===== src/rtl/block_mode_stream_engine.sv =====
`default_nettype none
// +--------------------------------------------------------------------------+
// | Module   : block_mode_stream_engine                                       |
// | Purpose  : Streaming ECB/CBC/CTR block-mode engine. Accepts one block at  |
// |            a time on a valid/ready input stream, drives an external       |
// |            block-cipher core through a start/done handshake and emits     |
// |            the result on a valid/ready output stream.                     |
// | Options  : define MODE_OFB_EN to enable OFB on mode 2'b11; otherwise     |
// |            mode 2'b11 is rejected with err + done and no core activity.   |
// | Revision : 1.0 - initial release                                         |
// +--------------------------------------------------------------------------+
module block_mode_stream_engine #(
  parameter int BLOCK_SIZE = 64,
  parameter int KEY_SIZE   = 64,
  parameter int CNT_WIDTH  = 32,
  parameter int LEN_WIDTH  = 16
) (
  input  logic                  clk,
  input  logic                  reset_n,
  input  logic                  start,
  input  logic [1:0]            mode,
  input  logic                  decrypt,
  input  logic [KEY_SIZE-1:0]   key,
  input  logic [BLOCK_SIZE-1:0] iv_nonce,
  input  logic [LEN_WIDTH-1:0]  num_blocks,
  input  logic [BLOCK_SIZE-1:0] in_data,
  input  logic                  in_valid,
  output logic                  in_ready,
  output logic [BLOCK_SIZE-1:0] out_data,
  output logic                  out_valid,
  input  logic                  out_ready,
  output logic [BLOCK_SIZE-1:0] core_block,
  output logic [KEY_SIZE-1:0]   core_key,
  output logic                  core_inverse,
  output logic                  core_start,
  input  logic [BLOCK_SIZE-1:0] core_result,
  input  logic                  core_done,
  output logic                  busy,
  output logic                  done,
  output logic                  err
);

  localparam logic [1:0] C_MODE_ECB = 2'b00;
  localparam logic [1:0] C_MODE_CBC = 2'b01;
  localparam logic [1:0] C_MODE_CTR = 2'b10;
  localparam logic [1:0] C_MODE_OFB = 2'b11;

  // Selects the counter field (low CNT_WIDTH bits) of the CTR counter block.
  localparam logic [BLOCK_SIZE-1:0] C_CNT_MASK =
    (BLOCK_SIZE'(1) << CNT_WIDTH) - BLOCK_SIZE'(1);

  typedef enum logic [2:0] {
    S_IDLE      = 3'd0,
    S_GET_IN    = 3'd1,
    S_CORE_REQ  = 3'd2,
    S_CORE_WAIT = 3'd3,
    S_PUT_OUT   = 3'd4,
    S_FINISH    = 3'd5
  } state_t;

  state_t                state_q,   state_d;
  logic [1:0]            mode_q,    mode_d;
  logic                  decrypt_q, decrypt_d;
  logic                  err_q,     err_d;
  logic [KEY_SIZE-1:0]   key_q,     key_d;
  logic [BLOCK_SIZE-1:0] chain_q,   chain_d;
  logic [BLOCK_SIZE-1:0] x_q,       x_d;
  logic [BLOCK_SIZE-1:0] out_q,     out_d;
  logic [LEN_WIDTH-1:0]  remain_q,  remain_d;

  logic                  mode_ok;
  logic [CNT_WIDTH-1:0]  ctr_low_inc;
  logic [BLOCK_SIZE-1:0] ctr_next;

`ifdef MODE_OFB_EN
  assign mode_ok = 1'b1;
`else
  assign mode_ok = (mode != C_MODE_OFB);
`endif

  // Counter update touches only the low CNT_WIDTH bits; the nonce part is kept.
  assign ctr_low_inc = chain_q[CNT_WIDTH-1:0] + CNT_WIDTH'(1);
  assign ctr_next    = (chain_q & ~C_CNT_MASK) | BLOCK_SIZE'(ctr_low_inc);

  // Block presented to the cipher core, selected by the latched mode.
  always_comb begin
    core_block = x_q;
    case (mode_q)
      C_MODE_CBC: if (!decrypt_q) core_block = x_q ^ chain_q;
      C_MODE_CTR,
      C_MODE_OFB: core_block = chain_q;
      default:    core_block = x_q;
    endcase
  end

  // Moore outputs decoded from the state and latched job settings.
  assign in_ready     = (state_q == S_GET_IN);
  assign core_start   = (state_q == S_CORE_REQ);
  assign out_valid    = (state_q == S_PUT_OUT);
  assign done         = (state_q == S_FINISH);
  assign err          = (state_q == S_FINISH) && err_q;
  assign busy         = (state_q != S_IDLE);
  assign out_data     = out_q;
  assign core_key     = key_q;
  assign core_inverse = decrypt_q && ((mode_q == C_MODE_ECB) || (mode_q == C_MODE_CBC));

  // Next-state and datapath register updates.
  always_comb begin
    state_d   = state_q;
    mode_d    = mode_q;
    decrypt_d = decrypt_q;
    err_d     = err_q;
    key_d     = key_q;
    chain_d   = chain_q;
    x_d       = x_q;
    out_d     = out_q;
    remain_d  = remain_q;
    case (state_q)
      S_IDLE: begin
        if (start) begin
          mode_d    = mode;
          decrypt_d = decrypt;
          key_d     = key;
          chain_d   = iv_nonce;
          remain_d  = num_blocks;
          err_d     = !mode_ok;
          if (!mode_ok || (num_blocks == '0)) state_d = S_FINISH;
          else                                state_d = S_GET_IN;
        end
      end
      S_GET_IN: begin
        if (in_valid) begin
          x_d     = in_data;
          state_d = S_CORE_REQ;
        end
      end
      S_CORE_REQ: begin
        state_d = S_CORE_WAIT;
      end
      S_CORE_WAIT: begin
        if (core_done) begin
          state_d = S_PUT_OUT;
          case (mode_q)
            C_MODE_CBC: begin
              if (decrypt_q) begin
                out_d   = core_result ^ chain_q;
                chain_d = x_q;
              end else begin
                out_d   = core_result;
                chain_d = core_result;
              end
            end
            C_MODE_CTR: begin
              out_d   = x_q ^ core_result;
              chain_d = ctr_next;
            end
            C_MODE_OFB: begin
              out_d   = x_q ^ core_result;
              chain_d = core_result;
            end
            default: out_d = core_result;
          endcase
        end
      end
      S_PUT_OUT: begin
        if (out_ready) begin
          remain_d = remain_q - LEN_WIDTH'(1);
          if (remain_q == LEN_WIDTH'(1)) state_d = S_FINISH;
          else                           state_d = S_GET_IN;
        end
      end
      S_FINISH: begin
        err_d   = 1'b0;
        state_d = S_IDLE;
      end
      default: state_d = S_IDLE;
    endcase
  end

  // State and datapath registers; reset aborts any job in flight.
  always_ff @(posedge clk or negedge reset_n) begin
    if (!reset_n) begin
      state_q   <= S_IDLE;
      mode_q    <= '0;
      decrypt_q <= 1'b0;
      err_q     <= 1'b0;
      key_q     <= '0;
      chain_q   <= '0;
      x_q       <= '0;
      out_q     <= '0;
      remain_q  <= '0;
    end else begin
      state_q   <= state_d;
      mode_q    <= mode_d;
      decrypt_q <= decrypt_d;
      err_q     <= err_d;
      key_q     <= key_d;
      chain_q   <= chain_d;
      x_q       <= x_d;
      out_q     <= out_d;
      remain_q  <= remain_d;
    end
  end

endmodule
`default_nettype wire


===== config.mk =====
export PLATFORM = sky130hd
export DESIGN_NAME = block_mode_stream_engine
export DESIGN_NICKNAME = d
export VERILOG_FILES = /design/src/rtl/block_mode_stream_engine.sv
export SDC_FILE = /design/constraint.sdc
export NUM_CORES = 1
export LEC_CHECK = 0
export CAP_MARGIN = 20
export CORE_MARGIN = 1.5
export CORE_UTILIZATION = 40
export DETAILED_ROUTE_END_ITERATION = 10
export GPL_ROUTABILITY_DRIVEN = 0
export PLACE_DENSITY = 0.82
export RECOVER_POWER = 25
export SYNTH_ARGS = -nofsm -noshare
export SYNTH_HDL_FRONTEND = slang
export SYNTH_SLANG_ARGS = --single-unit

===== constraint.sdc =====
create_clock -name clk -period 2.97 [get_ports clk]
set_input_delay 0.594 -clock clk [delete_from_list [all_inputs] [get_ports clk]]
set_output_delay 0.594 -clock clk [all_outputs]
set_load 0.01 [all_outputs]

==> qor.csv, run 1 <==
stage,metric,value,unit
grt,vias in the first global route,15700,
die,width of the die,202,µm
logic_synthesis,"EDFF count, synth",0,
power,Power Total,25.6,mW
sta,TNS Setup,0,ps
grt,grt ovf,0,
worst_hold_path,Min-Delay Path Class,flop to flop,
logic_synthesis,syn avg cell area,9.44,µm²
worst_setup_path,arrival time worst endpoint,2310,ps
sta,clock skew,24.7,ps
worst_setup_path,required time worst endpoint,2380,ps
logic_synthesis,"FF+latch count, synth",279,
routing,Antenna Nets Post-Route,0,
logic_synthesis,Synth Area in Simple Gates,0.114,
logic_synthesis,ys flop type,dfrtp_1,
worst_setup_path,R2R setup slack,310,ps
final_layout,share of layout cells above drive strength 1,0.130,
power,peak supply drop,0.000685,V
routing,drt wl/cell,22.9,µm
worst_setup_path,Crit Path Class,flop to output port,
sta,Final Cycle Share,0.979,
routing,Vias/cell,6.01,
worst_setup_path,"Max FO, Critical Path",10,
grt,largest net degree at the start of global routing,95,
grt,GRT Total Usage,0.292,
final_layout,"Area growth, synth to finish",42.1,%
die,Top Ports,480,
grt,antenna violations before repair,11,
sta,fmax,344,MHz
logic_synthesis,XOR/XNOR share of the synthesized area,0.0377,
place,placed cell areas,21300,µm²
routing,routed via count,15900,
sta,endpoints failing hold,0,
status,outcome,"finished, violations left",
worst_setup_path,Worst R2R End,chain_q[53]$_DFFE_PN0P_,
cts,"Reg clk slew, reported paths",60,ps
final_layout,Final Cell Area,22400,µm²
worst_setup_path,"Slowest-stage cell, CP",clkdlybuf4s50_1,
die,Die Span Y,202,µm
power,P per Cell Area,1140,nW/µm²
sta,min Tclk post-route,2910,ps
die,Starting Density,0.406,
worst_setup_path,critical path launch point type,flop,
logic_synthesis,Adder-Cell Fraction of Synth Area,0.00238,
logic_synthesis,mux contribution to synthesized area,0.113,
cts,# clock sinks,279,
logic_synthesis,sequential area share after synthesis,0.442,
routing,Total Wirelength,60.5,mm
sta,Slew @ Worst Pin,2400,ps
cts,Clock Tree Buf Depth,3,
power,LEAKAGE,9.03,nW
worst_setup_path,Worst Setup SP,mode_q[0]$_DFFE_PN0P_,
final_layout,Layout Utilization,0.578,
logic_synthesis,"FFs w/ async S/R, synth",1.00,
worst_setup_path,crit path to,core_block[60],
run,# Max-Cap Violations,1,
logic_synthesis,syn nets,1956,
die,core area,38800,µm²
cts,cts bufs inserted,34,
sta,pins over their slew limit,78,
cts,root buffer cell,clkbuf_16,
logic_synthesis,largest family of logic cells by synthesized area,compound AO/OA/AOI/OAI gates,
worst_setup_path,critical path's largest stage delay,580,ps
die,Die ar.,40700,µm²
logic_synthesis,Cells after Synth,1672,
cts,Skew-Pair Late Insertion Delay,530,ps
place,dpl hpwl,42.5,mm
place,number of port buffers,479,
routing,DRT iter0 DRCs,1418,
die,FP Rows,72,
status,failing checks,"max-capacitance violations, max-slew violations",
grt,first-pass GRT wire length,92.9,mm
worst_setup_path,r2r startpoint,mode_q[1]$_DFFE_PN0P_,
routing,1st-pass router iterations,8,
worst_setup_path,reg2reg path depth,8,
logic_synthesis,mapped cell area,15800,µm²
logic_synthesis,Yosys Warn Count,0,
sta,relative slew slack,-0.602,
worst_setup_path,CP Cell Sequence,nor2b_4 -> buf_4 -> o21ai_0 -> a21oi_1 -> clkdlybuf4s50_1,
logic_synthesis,Compound-Gate Fraction of Synth Area,0.245,
worst_setup_path,CP endpoint kind,output port,
cts,H-tree depth,2,
sta,final setup vio count,0,
cts,CTS tree,done,
routing,DRC violations left,0,
logic_synthesis,Yosys cell types,75,
final_layout,Final #Nets,2383,
kinds of logic (layout without fill, tap and decap cells):
logic type | after synthesis | in the layout
buffers and inverters | 166 | 608
multiplexers | 161 | 161
adder cells (fa/ha/maj) | 3 | 3
other | 0 | 8
AO/OA/AOI/OAI | 614 | 614
AND/OR/NAND/NOR | 381 | 382
XOR/XNOR | 68 | 68
flip-flops | 279 | 279
area by class of cell:
class | instances | area (µm²)
fill | 3215 | 16400
multi-input combinational | 1228 | 8180
sequential | 279 | 6990
timing repair buffer | 542 | 5540
clock buffer | 48 | 945
tap | 518 | 648
inverter | 14 | 57.6
clock inverter | 4 | 48.8
antenna | 8 | 20.0
report_power, final:
group / total [mW] / leakage (nW) / switching [mW] / internal [mW]
combinational: 13.8 / 5.17 / 7.11 / 6.68
clock: 3.90 / 0.485 / 1.62 / 2.28
sequential: 7.87 / 3.37 / 2.17 / 5.70
worst max-delay path, delay by kind of cell, from the launching register on:
family | cells | cell delay [ps]
AOI/OAI and AO/OA | 2 | 350
buffers and inverters | 2 | 780
DFF | 1 | 410
and+or+nand+nor | 1 | 240
sequential cells by signal (all words and copies together) (netlist names):
register   flops
state_q        3
decrypt_q      1
core_key      64
out_data      64
x_q           64
remain_q      16
chain_q       64
mode_q         2
err_q          1
metrics by stage:
step	instances	setup WS, ps	hold WS, ps
global route	2638	-11.8	504
detailed placement	2573	206	469
global placement	2573	241	460
CTS	2633	7.47	86.2
finish	2641	62.7	478
floorplan	1672	628	298
routing by layer:
metal | vias up | share of wire | global-route usage | wire, µm
met5 | - | 0.00084 | 0 | 51
met4 | 8 | 0.048 | 0.142 | 2890
met3 | 180 | 0.10 | 0.0892 | 6330
met2 | 971 | 0.46 | 0.468 | 28100
met1 | 7643 | 0.38 | 0.358 | 23200
li1 | 7083 | - | - | -
worst min path at each step:
stage          cells after the start                  endpoint  slack, ps                     start
3_3_place_gp                       2  out_data[34]$_DFFE_PN0P_        460  out_data[34]$_DFFE_PN0P_
5_1_grt                            2  out_data[61]$_DFFE_PN0P_        500  out_data[61]$_DFFE_PN0P_
4_1_cts                            1  remain_q[10]$_DFFE_PN0P_         90                   reset_n
2_1_floorplan                      0    chain_q[0]$_DFFE_PN0P_        300                   reset_n
3_5_place_dp                       2  out_data[55]$_DFFE_PN0P_        470  out_data[55]$_DFFE_PN0P_
6_report                           2  out_data[55]$_DFFE_PN0P_        480  out_data[55]$_DFFE_PN0P_
cell usage after synthesis (all sizes together) (5+ instances only):
library cell	n	share of area
dfrtp	279	0.44
o21ai	215	0.068
nand2	156	0.037
a21oi	146	0.046
mux2	141	0.10
clkbuf	89	0.021
a22oi	69	0.033
nor2	66	0.016
xor2	66	0.037
buf	63	0.020
nand3	53	0.018
a211oi	40	0.019
nor3	33	0.011
a311oi	23	0.013
a221o	21	0.013
a221oi	20	0.011
mux2i	20	0.013
nor2b	19	0.0075
inv	14	0.0033
a31oi	10	0.0040
nor4	10	0.0053
nand4	9	0.0036
nand2b	8	0.0032
o211ai	7	0.0033
o22ai	7	0.0028
and3	5	0.0020
o31ai	5	0.0024
repair_timing:
action,4_1_cts,5_1_grt
buffers inserted,5,0
resized for setup,32,18
hold buffers,0,0
cloned,3,0
endpoints found under the hold margin,0,0
endpoints found under the setup margin,59,23
pin swaps,1,2
cells in the final DEF, fill, tap and decap left out, types with 13 or more instances in the layout:
| master | n |
|---|---|
| buf_12 | 15 |
| xor2_1 | 66 |
| nand2_1 | 153 |
| dfrtp_1 | 276 |
| a211oi_1 | 39 |
| nor3_1 | 32 |
| a22oi_1 | 69 |
| mux2_2 | 138 |
| o21ai_1 | 31 |
| buf_4 | 41 |
| a311oi_1 | 23 |
| dlygate4sd2_1 | 23 |
| o21ai_0 | 184 |
| clkbuf_1 | 13 |
| nor2_1 | 63 |
| a221o_1 | 21 |
| a221oi_1 | 20 |
| dlymetal6s2s_1 | 17 |
| nand3_1 | 50 |
| clkdlybuf4s50_1 | 438 |
| mux2i_1 | 20 |
| a21oi_1 | 144 |
| clkbuf_16 | 35 |
| nor2b_1 | 17 |
No activity file was read; power rests on OpenSTA's default activity.
==> run 2: changes to the inputs <==
CAP_MARGIN = 40   (was 20)
==> results of run 2 <==
No change in the layout: final DEF, timing and power equal those of run 1.
==> patch: new RTL, flow settings as in run 2 <==
`CNT_WIDTH`: 32 -> 28.
--- a/src/rtl/block_mode_stream_engine.sv
+++ b/src/rtl/block_mode_stream_engine.sv
@@ -14,3 +14,3 @@
   parameter int KEY_SIZE   = 64,
-  parameter int CNT_WIDTH  = 32,
+  parameter int CNT_WIDTH  = 28,
   parameter int LEN_WIDTH  = 16
Formal check against the unedited RTL: same outputs for any inputs over 4 cycles, from zero or initial values and one cycle with reset_n low; that may be too few to reach the edited logic, so the function may still have changed.
==> patch against run 2 <==
- sequential cell count is the same
- critical endpoint is now core_block[23]
- maximum frequency grew 2.2%
- via count shrank 3.5%
- clock power grew 8.2%
- final area shrank 2.6%
- wire length shrank 5.6%
- setup slack gained 62 ps
- synthesized area shrank 2.8%
- power shrank 1.2%
- count of clock-buffer cells in the layout shrank 3
- first-iteration DRC count shrank 8.3%
- combinational power shrank 5%
==> patch: results (changes against run 2) <==
- Outcome: finished, final reports clean
- Core utilization of the finished layout: 0.5801 (+0.002621)
- Pin count of the biggest net entering global routing: 99 (+4.2%)
* Fraction of layout cells with a size suffix above 1: 0.1369 (+0.006834)
- Dominant delay contributor by cell family on the critical path: buffers and inverters
- DPL Wire Length: 39.78 mm (-6.5%)
- Detailed-routing iteration count for the pre-antenna-repair pass: 5 (-3)
- The worst-case clock skew came to 7.648 ps (-17.03 ps).
- The ratio of routed vias to standard cells is 6.035 (+0.34%).
- The unique cell type count in the Yosys netlist is 78 (+4.0%).
* Share of async-settable or async-resettable flops after synthesis: 1.000 (unchanged)
- The number of buffers created by CTS is 34 (unchanged).
* Crit path DAT: 2250 ps (-60 ps)
- Peak VDD IR: 0.6851 mV (about the same)
- The placed instance area was 0.02066 mm^2 (-2.8%).
- Setup slack after placement: 151.2 ps (-54.56 ps)
* Overall track demand over capacity in global routing: 0.2833 (-0.009112)
* Clock Root Buffer: sky130_fd_sc_hd__clkbuf_16
- The commonest cells after synthesis are sky130_fd_sc_hd__dfrtp_1, sky130_fd_sc_hd__o21ai_0, sky130_fd_sc_hd__nand2_1.
- Mean instance size in the synthesized netlist: 9.728 um^2 (+3.1%)
- Stage delay of the slowest cell on the critical path: 420 ps (-160 ps)
- Placed Cells: 2474 (-3.8%)
* Post-CTS clock slew at the launch and capture registers of the worst setup and hold paths: 50 ps
- The clock tree buffer depth came to 3 (unchanged).
- The total of warnings raised by yosys was 0 (unchanged).
* Total wire length after detailed routing: 57.13 mm (-5.6%)
- The routed length per placed instance was 22.48 um (-1.9%).
* Headroom to the max-slew limit: 0.1028 (+0.7051)
- Ranked by total cell area, the synthesized netlist is headed by sky130_fd_sc_hd__dfrtp_1, sky130_fd_sc_hd__mux2_2, sky130_fd_sc_hd__o21ai_0, sky130_fd_sc_hd__xor2_1, sky130_fd_sc_hd__a21oi_1.
* Slowest cell on the critical path: sky130_fd_sc_hd__dfrtp_1
- The first-iteration detailed-routing DRC count is 1301 (-8.3%).
- Worst-path fanout max: 20 (+10)
- Vias in the first global route: 15510 (-1.2%)
* Max H-tree Level: 2 (unchanged)
* Nets: 2285 (-4.1%)
- The number of antenna violations at the first check in global routing came to 9 (-2).
* Leakage power: 8.725 nW (-3.4%)
- Share of the yosys chip area belonging to registers: 0.4554 (+0.01296)
- The wire length of the first global-routing pass was 86.66 mm (-6.7%).
* Number of nets in the synthesized netlist: 1860 (-4.9%)
- Count of input and output buffers: 479 (unchanged)
* Filler Cell Count: 3142 (-2.3%)
[patch: changes by cell type after synthesis, moves of 12 or more]
cell                       before  now
sky130_fd_sc_hd__nand2_1      156  137
sky130_fd_sc_hd__nor2_1        65  134
sky130_fd_sc_hd__mux2i_1       20    3
sky130_fd_sc_hd__a21oi_1      146  103
sky130_fd_sc_hd__clkbuf_1      88   76
sky130_fd_sc_hd__o211ai_1       7   24
sky130_fd_sc_hd__a211oi_1      39    9
sky130_fd_sc_hd__nor2b_1       19    5
sky130_fd_sc_hd__nand3_1       50   27
sky130_fd_sc_hd__nor3_1        32   14
sky130_fd_sc_hd__a31oi_1       10   30
sky130_fd_sc_hd__a311oi_1      23   55
sky130_fd_sc_hd__o22a_1         0   27
sky130_fd_sc_hd__o21ai_0      184  145
[patch: logic make-up after synthesis]
kind of cell,count (synthesis),synth area share
buf+inv,151,0.04701
flops,279,0.4554
simple gates,380,0.1148
fa+ha+maj,3,0.002449
compound gates,560,0.2429
xor+xnor,70,0.03999
mux,133,0.09745
[patch: what timing repair did]
item / 4_1_cts / 5_1_grt
endpoints found under the hold margin: 44 / 0
buffers inserted: 0 / 1
endpoints found under the setup margin: 62 / 6
resized for setup: 81 / 9
hold buffers: 1 / 0
pin swaps: 0 / 1
cloned: 0 / 0
[patch: per-layer routing]
layer	track usage	part of all wire	vias up	wire length, um
met4	0.1611	0.056	8	3185
met1	0.3330	0.37	7415	20900
li1	-	-	6729	-
met2	0.4684	0.48	968	27160
met3	0.07477	0.10	215	5816
met5	0	0.0012	-	69
[patch: worst reg2reg max path, delay by kind of cell (launching register included)]
family          cells  cell delay [ps]
compound gates      4              890
buf+inv             2              640
flops               1              450
simple gates        1              430
[patch: where the power goes]
part | switching, W | internal, W | total, W
clock network | 0.00169 | 0.00253 | 0.00422
logic | 0.00689 | 0.00622 | 0.0131
registers | 0.00221 | 0.00569 | 0.00790
total | 0.0108 | 0.0144 | 0.0252
[patch: final timing paths]
path,from,endpoint,slack (ps),cells past startpoint
min in group asynchronous,reset_n,out_data[12]$_DFFE_PN0P_,910,2
hold reg to reg,out_data[58]$_DFFE_PN0P_,out_data[58]$_DFFE_PN0P_,480,2
max in group asynchronous,reset_n,out_data[39]$_DFFE_PN0P_,480,3
hold / removal,out_data[58]$_DFFE_PN0P_,out_data[58]$_DFFE_PN0P_,480,2
setup reg to reg,mode_q[1]$_DFFE_PN0P_,chain_q[18]$_DFFE_PN0P_,510,7
setup / recovery,mode_q[0]$_DFFE_PN0P_,core_block[23],130,7
[patch: area by class of cell]
cell class                 count  area share
multi-input combinational   1146      0.3555
tap                          511     0.02926
timing repair buffer         531      0.2418
clock buffer                  45     0.04558
clock inverter                14    0.005841
inverter                       9    0.001661
sequential                   279      0.3197
antenna                        6   0.0006871
